===== src/rtl/vga_timing_pkg.sv =====
// Default VGA raster timing (640x480@60 from a 25 MHz pixel rate) and the
// coordinate type shared by the sync generator and its consumers.
package vga_timing_pkg;

  localparam int H_ACTIVE = 640;
  localparam int H_FP     = 16;
  localparam int H_SYNC   = 96;
  localparam int H_BP     = 48;
  localparam int H_TOTAL  = H_ACTIVE + H_FP + H_SYNC + H_BP;

  localparam int V_ACTIVE = 480;
  localparam int V_FP     = 10;
  localparam int V_SYNC   = 2;
  localparam int V_BP     = 33;
  localparam int V_TOTAL  = V_ACTIVE + V_FP + V_SYNC + V_BP;

  localparam int CNT_W = 10;

  typedef logic [CNT_W-1:0] coord_t;

endpackage : vga_timing_pkg


===== src/rtl/px_tick_gen.sv =====
// Samples the divided pixel clock as data in the clk domain and turns each
// rising edge into a single-clk tick.
module px_tick_gen (
  input  logic clk,
  input  logic rst,
  input  logic px_clk,
  output logic tick
);

  logic px_q;

  // NOTE: sequential state uses non-blocking assignments and a synchronous
  // active-low reset, so px_q is 0 for the first cycle after release.
  always_ff @(posedge clk) begin
    if (!rst) px_q <= 1'b0;
    else      px_q <= px_clk;
  end

  assign tick = px_clk & ~px_q;

endmodule : px_tick_gen


===== src/rtl/vga_sync_gen.sv =====
// VGA raster counters and registered sync/blanking decode, clocked by a pixel
// tick derived from px_clk. Define VGA_SYNC_FRAME_START_EN to enable frame_start.
module vga_sync_gen
  import vga_timing_pkg::*;
#(
  parameter int H_ACTIVE = vga_timing_pkg::H_ACTIVE,
  parameter int H_FP     = vga_timing_pkg::H_FP,
  parameter int H_SYNC   = vga_timing_pkg::H_SYNC,
  parameter int H_BP     = vga_timing_pkg::H_BP,
  parameter int V_ACTIVE = vga_timing_pkg::V_ACTIVE,
  parameter int V_FP     = vga_timing_pkg::V_FP,
  parameter int V_SYNC   = vga_timing_pkg::V_SYNC,
  parameter int V_BP     = vga_timing_pkg::V_BP,
  parameter int CNT_W    = vga_timing_pkg::CNT_W
) (
  input  logic             clk,
  input  logic             rst,
  input  logic             px_clk,
  output logic             hsync,
  output logic             vsync,
  output logic             video_on,
  output logic [CNT_W-1:0] x,
  output logic [CNT_W-1:0] y,
  output logic             frame_start
);

  localparam int H_TOTAL = H_ACTIVE + H_FP + H_SYNC + H_BP;
  localparam int V_TOTAL = V_ACTIVE + V_FP + V_SYNC + V_BP;

  localparam logic [CNT_W-1:0] H_LAST     = CNT_W'(H_TOTAL - 1);
  localparam logic [CNT_W-1:0] V_LAST     = CNT_W'(V_TOTAL - 1);
  localparam logic [CNT_W-1:0] H_VIS      = CNT_W'(H_ACTIVE);
  localparam logic [CNT_W-1:0] V_VIS      = CNT_W'(V_ACTIVE);
  localparam logic [CNT_W-1:0] HS_START   = CNT_W'(H_ACTIVE + H_FP);
  localparam logic [CNT_W-1:0] HS_END     = CNT_W'(H_ACTIVE + H_FP + H_SYNC);
  localparam logic [CNT_W-1:0] VS_START   = CNT_W'(V_ACTIVE + V_FP);
  localparam logic [CNT_W-1:0] VS_END     = CNT_W'(V_ACTIVE + V_FP + V_SYNC);

  if ((2 ** CNT_W) < H_TOTAL || (2 ** CNT_W) < V_TOTAL) begin : g_width_check
    $error("vga_sync_gen: CNT_W too narrow for the configured raster totals");
  end

  logic             tick;
  logic [CNT_W-1:0] h_cnt;
  logic [CNT_W-1:0] v_cnt;
  logic             h_last;
  logic             v_last;

  px_tick_gen u_px_tick_gen (
    .clk    (clk),
    .rst    (rst),
    .px_clk (px_clk),
    .tick   (tick)
  );

  assign h_last = (h_cnt == H_LAST);
  assign v_last = (v_cnt == V_LAST);

  always_ff @(posedge clk) begin
    if (!rst) begin
      h_cnt <= '0;
      v_cnt <= '0;
    end else if (tick) begin
      if (h_last) begin
        h_cnt <= '0;
        v_cnt <= v_last ? '0 : v_cnt + 1'b1;
      end else begin
        h_cnt <= h_cnt + 1'b1;
      end
    end
  end

  // Decode runs every clk so outputs trail the counters by exactly one cycle.
  always_ff @(posedge clk) begin
    if (!rst) begin
      hsync    <= 1'b1;
      vsync    <= 1'b1;
      video_on <= 1'b0;
      x        <= '0;
      y        <= '0;
    end else begin
      hsync    <= ~((h_cnt >= HS_START) && (h_cnt < HS_END));
      vsync    <= ~((v_cnt >= VS_START) && (v_cnt < VS_END));
      video_on <= (h_cnt < H_VIS) && (v_cnt < V_VIS);
      x        <= h_cnt;
      y        <= v_cnt;
    end
  end

`ifdef VGA_SYNC_FRAME_START_EN
  // wrap_q marks the tick that returned the raster to (0,0); the decode stage
  // shows (0,0) one cycle later, which is when frame_start fires.
  logic wrap_q;

  always_ff @(posedge clk) begin
    if (!rst) begin
      wrap_q      <= 1'b0;
      frame_start <= 1'b0;
    end else begin
      wrap_q      <= tick & h_last & v_last;
      frame_start <= wrap_q;
    end
  end
`else
  assign frame_start = 1'b0;
`endif

endmodule : vga_sync_gen


===== config.mk =====
export PLATFORM = sky130hd
export DESIGN_NAME = vga_sync_gen
export DESIGN_NICKNAME = d
export VERILOG_FILES = /design/src/rtl/vga_timing_pkg.sv /design/src/rtl/px_tick_gen.sv /design/src/rtl/vga_sync_gen.sv
export SDC_FILE = /design/constraint.sdc
export NUM_CORES = 1
export LEC_CHECK = 0
export ABC_AREA = 1
export CORE_MARGIN = 4
export CORE_UTILIZATION = 35
export DETAILED_ROUTE_END_ITERATION = 10
export PLACE_DENSITY_LB_ADDON = 0.15
export SLEW_MARGIN = 10
export SYNTH_ARGS = -nofsm -noshare
export SYNTH_HDL_FRONTEND = slang
export SYNTH_SLANG_ARGS = --single-unit

===== constraint.sdc =====
create_clock -name clk -period 1.8 [get_ports clk]
set_clock_uncertainty 0.1 [all_clocks]
set_input_delay 0.36 -clock clk [delete_from_list [all_inputs] [get_ports clk]]
set_output_delay 0.36 -clock clk [all_outputs]
set_load 0.01 [all_outputs]

# After elaboration in Yosys (flattened, before gate mapping)
# Index checks and enable logic that the tools add are counted.
# word_totals
input_bits,3
regBits,44
output_inout_bits,24
elab_cells,28
# classes
eq_ne,2
add_sub_neg,2
n_reduce_logical,4
n_mux,2
bitwise_logic,4
magnitude_cmp,6
# op_table
cell,n
"adder 10 x 1 -> 10 bit, second input constant",2
"== test 10 bit, second input constant",2
"< comparator 10 bit, second input constant",2
"< comparator 10 x 9 -> 1 bit, second input constant",2
two-way mux 10 bit,2
">= comparator 10 bit, second input constant",1
">= comparator 10 x 9 -> 1 bit, second input constant",1
logical AND 1 bit,3
inverter 1 bit,3
AND reduction 2 bit,1
AND 1 bit,1

# Logic depth before layout (Yosys ltp)
# depth
word_depth,3
mapped_depth,10
depth_no_buf,10

# Modules after synthesis
# Synthesis repeated with hierarchy kept, for this count alone.
# hier_totals
hier_cells,247
hier_area_um2,1855.5
# modules_own_cells
module,cells_each,area_per_inst_um2,n_inst
vga_sync_gen,242,1818.0,1
px_tick_gen,5,37.5,1

# Least setup slack after synthesis
# OpenSTA, ideal clock, no wires.
# synth_path
kind,reg2reg
from,register h_cnt[0]
to,register v_cnt[7]
arrival_time_ps,1202
setup_ps,119
stages_incl_launch_ff,10
required_ps,1581
path_buffers,1
synth_period_minus_slack_ps,1421
setup_slack_ps,379
cell_sequence,dfxtp_1 > ha_1 > nand2_1 > nor2_1 > nand4_2 > buf_6 > nand2_1 > inv_1 > nor2_1 > nor2_1
# synth_via
elab_chain_cells,2
# synth_rtl
element,line_no,source
from (decl),vga_sync_gen.sv:44,logic [CNT_W-1:0] h_cnt;
from (signal assigned),vga_sync_gen.sv:68,h_cnt <= h_cnt + 1'b1;
== test 10 bit,vga_sync_gen.sv:56,assign h_last = (h_cnt == H_LAST);
AND reduction 2 bit (no line),--,
to (signal assigned),vga_sync_gen.sv:66,v_cnt <= v_last ? '0 : v_cnt + 1'b1;
to (decl),vga_sync_gen.sv:45,logic [CNT_W-1:0] v_cnt;
# No other way between the ends.
# A chain may end at the register's enable or synchronous reset.

# Final worst setup path
# layout_path
from,register h_cnt[1]
to,register v_cnt[9]
# Same word-level chain as after synthesis.

==> metrics.md <==
| Metric | Value |
|---|---|
| Worst-path fanout max | `8` |
| Die Span Y | `81.28 um` |
| Peak supply drop | `0.0003776 V` |
| DR pass1 iterations | `4` |
| Post-synthesis mux area share | `0%` |
| Synth top area cells | `dfxtp_1, nand2_1, inv_1` |
| Initial DRC count | `106` |
| Most frequent cells in the layout | `nand2_1, inv_1, nor2_1, dfxtp_1, clkdlybuf4s50_1` |
| Share of layout cells above drive strength 1 | `8.333%` |
| Final nets | `307` |
| Ant diodes | `0` |
| Synth Area in Simple Gates | `31.96%` |
| Vias in the first global route | `1400` |
| Die width | `81.28 um` |
| Cts repair resizes | `0` |
| Seq/Total Area, Yosys | `46.87%` |
| Clk pwr share | `37.8%` |
| Post-CTS setup buffer count | `0` |
| ANT nets after route | `0` |
| Combinational Power Share | `4.1%` |
| Most common cell after layout, fill and taps aside | `nand2_1` |
| XOR/XNOR Fraction of Synth Area | `1.398%` |
| Fmax | `616.4 MHz` |
| Crit path from | `h_cnt[1]$_SDFFE_PN0P_` |
| Worst-path clk slew | `0.08 ns` |
| EDFF count, synth | `0` |
| Sw frac | `21.90%` |
| Total track usage | `13.00%` |
| Synth Instances | `265` |
| Final Hold Vio Count | `0` |
| R2R setup slack | `0.18 ns` |
| Fillcell total | `574` |
| Num rows | `26` |
| Largest net degree at the start of global routing | `19` |
| DR WL/cell | `10.09 um` |
| CTS tree | `built` |
| Worst-skew pair later-pin latency | `0.30 ns` |
| DRC | `0` |
| Non-Filler Instances | `370` |
| Critical path class | `reg -> reg` |
| Initial Utilization | `36.56%` |
| Die area | `6606 sq um` |
| PwrDens | `720.2 nW/um^2` |
| CTS Sinks | `44` |
| Placer Congestion | `0.8128` |
| Crit path DAT | `1.72 ns` |
| Compound-cell area share of the yosys netlist | `4.128%` |
| Area grow syn2layout | `25.10%` |
| Main combinational cell family by area after synthesis | `simple AND/OR/NAND/NOR gates` |
| Critical Path Sink | `v_cnt[9]$_SDFFE_PN0P_` |
| I/O Buffers | `25` |
| Synth area leader | `dfxtp_1` |
| Avg Vias per Cell | `4.181` |
| Final wirelength | `3.735 mm` |
| Largest buffer count on any clock path | `2` |
| WHS | `0.3662 ns` |
| Post-synth top area share | `46.87%` |
| H-tree levels | `2` |
| Asr flop ratio synth | `0%` |
| Psw | `0.3708 mW` |
| Max-cap violations | `0` |
| Placed Instances | `362` |
| HPWL Detailed | `2.745 mm` |
| Vias | `1547` |
| Number of CTS-inserted buffers | `5` |
| Sequential share of power | `58.1%` |
| Post-Synth Adder-Cell Area | `3.329%` |
| CTS hold repair buffers | `0` |
| First-pass GRT wire length | `6.444 mm` |
| Net Count, Synth | `273` |
| Reg2reg end | `v_cnt[9]$_SDFFE_PN0P_` |
| Initial antenna violation count | `0` |
| Synthesized area per cell | `7.092 sq um` |
| Synth Cell Area | `1879 sq um` |
| Synth Register Bits | `44` |
| Most used DFF post-synth | `dfxtp_1` |
| I/O Pins | `27` |
| Worst reg2reg path startpoint | `h_cnt[1]$_SDFFE_PN0P_` |
| Core area | `5140 sq um` |
| Synth warn | `0` |
| Status | `complete, no violations` |
| RSZ-0062 raised after global routing | `no` |
| Final Cycle Share | `90.13%` |
| Unique masters post-synth | `24` |
| Root Driver | `clkbuf_8` |
| Worst Hold Class | `reg -> reg` |
| Depth of the most critical reg-to-reg path | `8` |
| Slew Limit Fails | `0` |
| Global route overflow | `0` |
| CP startpoint kind | `flop` |
| WP data required | `1.89 ns` |
| Leak | `1.145 nW` |
| Setup crit end kind | `flop` |
| Final setup viols | `0` |
| Internal cell power | `1.322 mW` |
| Final Critical Period | `1.622 ns` |
## cells by family after synthesis
logic type,Yosys count
flops,44
other cells,1
compound gates,14
xor+xnor,3
simple gates,141
buf+inv,57
fa+ha+maj,5
## worst min path at each step
stage,startpoint,endpoint,cells after the start,slack [ns]
floorplan,h_cnt[2]$_SDFFE_PN0P_,x[2]$_SDFF_PN0_,2,0.33
global placement,h_cnt[6]$_SDFFE_PN0P_,x[6]$_SDFF_PN0_,2,0.34
detailed placement,h_cnt[6]$_SDFFE_PN0P_,x[6]$_SDFF_PN0_,2,0.35
CTS,h_cnt[6]$_SDFFE_PN0P_,x[6]$_SDFF_PN0_,2,0.37
global route,h_cnt[6]$_SDFFE_PN0P_,x[6]$_SDFF_PN0_,2,0.38
finish,h_cnt[6]$_SDFFE_PN0P_,x[6]$_SDFF_PN0_,2,0.37
## worst max-delay path, stage by stage, from the launching register on
cell,delay [ns]
dfxtp_1,0.38
ha_1,0.18
nand2_1,0.08
nor2_1,0.15
nand3_1,0.17
nor2_4,0.24
nand3_1,0.10
nand2_1,0.07
nor2_1,0.04
## cells in the mapped netlist, types with 2 or more instances
master	count
nand3_1	14
xor2_1	3
nor2_4	2
nor3_1	3
inv_1	50
nand4_1	4
nand2_2	3
ha_1	5
a21oi_1	7
nand2_1	67
nor2_2	2
dfxtp_1	44
buf_1	2
o21ai_0	5
buf_2	2
nor2_1	44
## layer usage
metal / GRT usage, % / up-vias / part of all wire (%)
met5: 0 / - / 0
met1: 16.68 / 651 / 53
li1: - / 857 / -
met4: 7.601 / 0 / 2.4
met2: 19.14 / 32 / 40
met3: 3.880 / 7 / 4.9
## through the flow
| stage | setup slack, ns | utilization (%) | total power, mW | instance area, sq um | setup TNS, ns |
|---|---|---|---|---|---|
| floorplan | 0.3792 | - | 1.043 | 1879 | 0 |
| global placement | -0.003537 | 43.91 | 1.077 | 2257 | -0.01179 |
| detailed placement | -0.02847 | 43.91 | 1.077 | 2257 | -0.1068 |
| CTS | 0.1708 | 45.74 | 1.721 | 2351 | 0 |
| global route | 0.001987 | 45.74 | 1.774 | 2351 | 0 |
| finish | 0.1776 | 45.74 | 1.693 | 2351 | 0 |
## final cells by class
class | count | area [sq um] | share of cell area [%]
Clock buffer | 7 | 86.33 | 3.672
Tap cell | 70 | 87.58 | 3.725
Timing Repair Buffer | 34 | 330.3 | 14.05
Inverter | 50 | 187.7 | 7.983
Multi-Input combinational cell | 164 | 770.7 | 32.78
Clock inverter | 1 | 7.507 | 0.3193
Sequential cell | 44 | 880.8 | 37.47
## flip-flops by register name (all words and copies together), names as in the netlist
| register | count |
|---|---|
| h_cnt | 10 |
| hsync | 1 |
| u_px_tick_gen.px_q | 1 |
| v_cnt | 10 |
| video_on | 1 |
| vsync | 1 |
| x | 10 |
| y | 10 |
## power groups by stage
stage | combinational (mW) | clock [mW] | sequential, mW
2_1_floorplan | 0.0348 | 0 | 1.01
3_3_place_gp | 0.0695 | 0 | 1.01
3_5_place_dp | 0.0701 | 0 | 1.01
4_1_cts | 0.0703 | 0.667 | 0.984
5_1_grt | 0.0784 | 0.710 | 0.985
6_report | 0.0690 | 0.640 | 0.984
No activity file was read; power rests on OpenSTA's default activity.
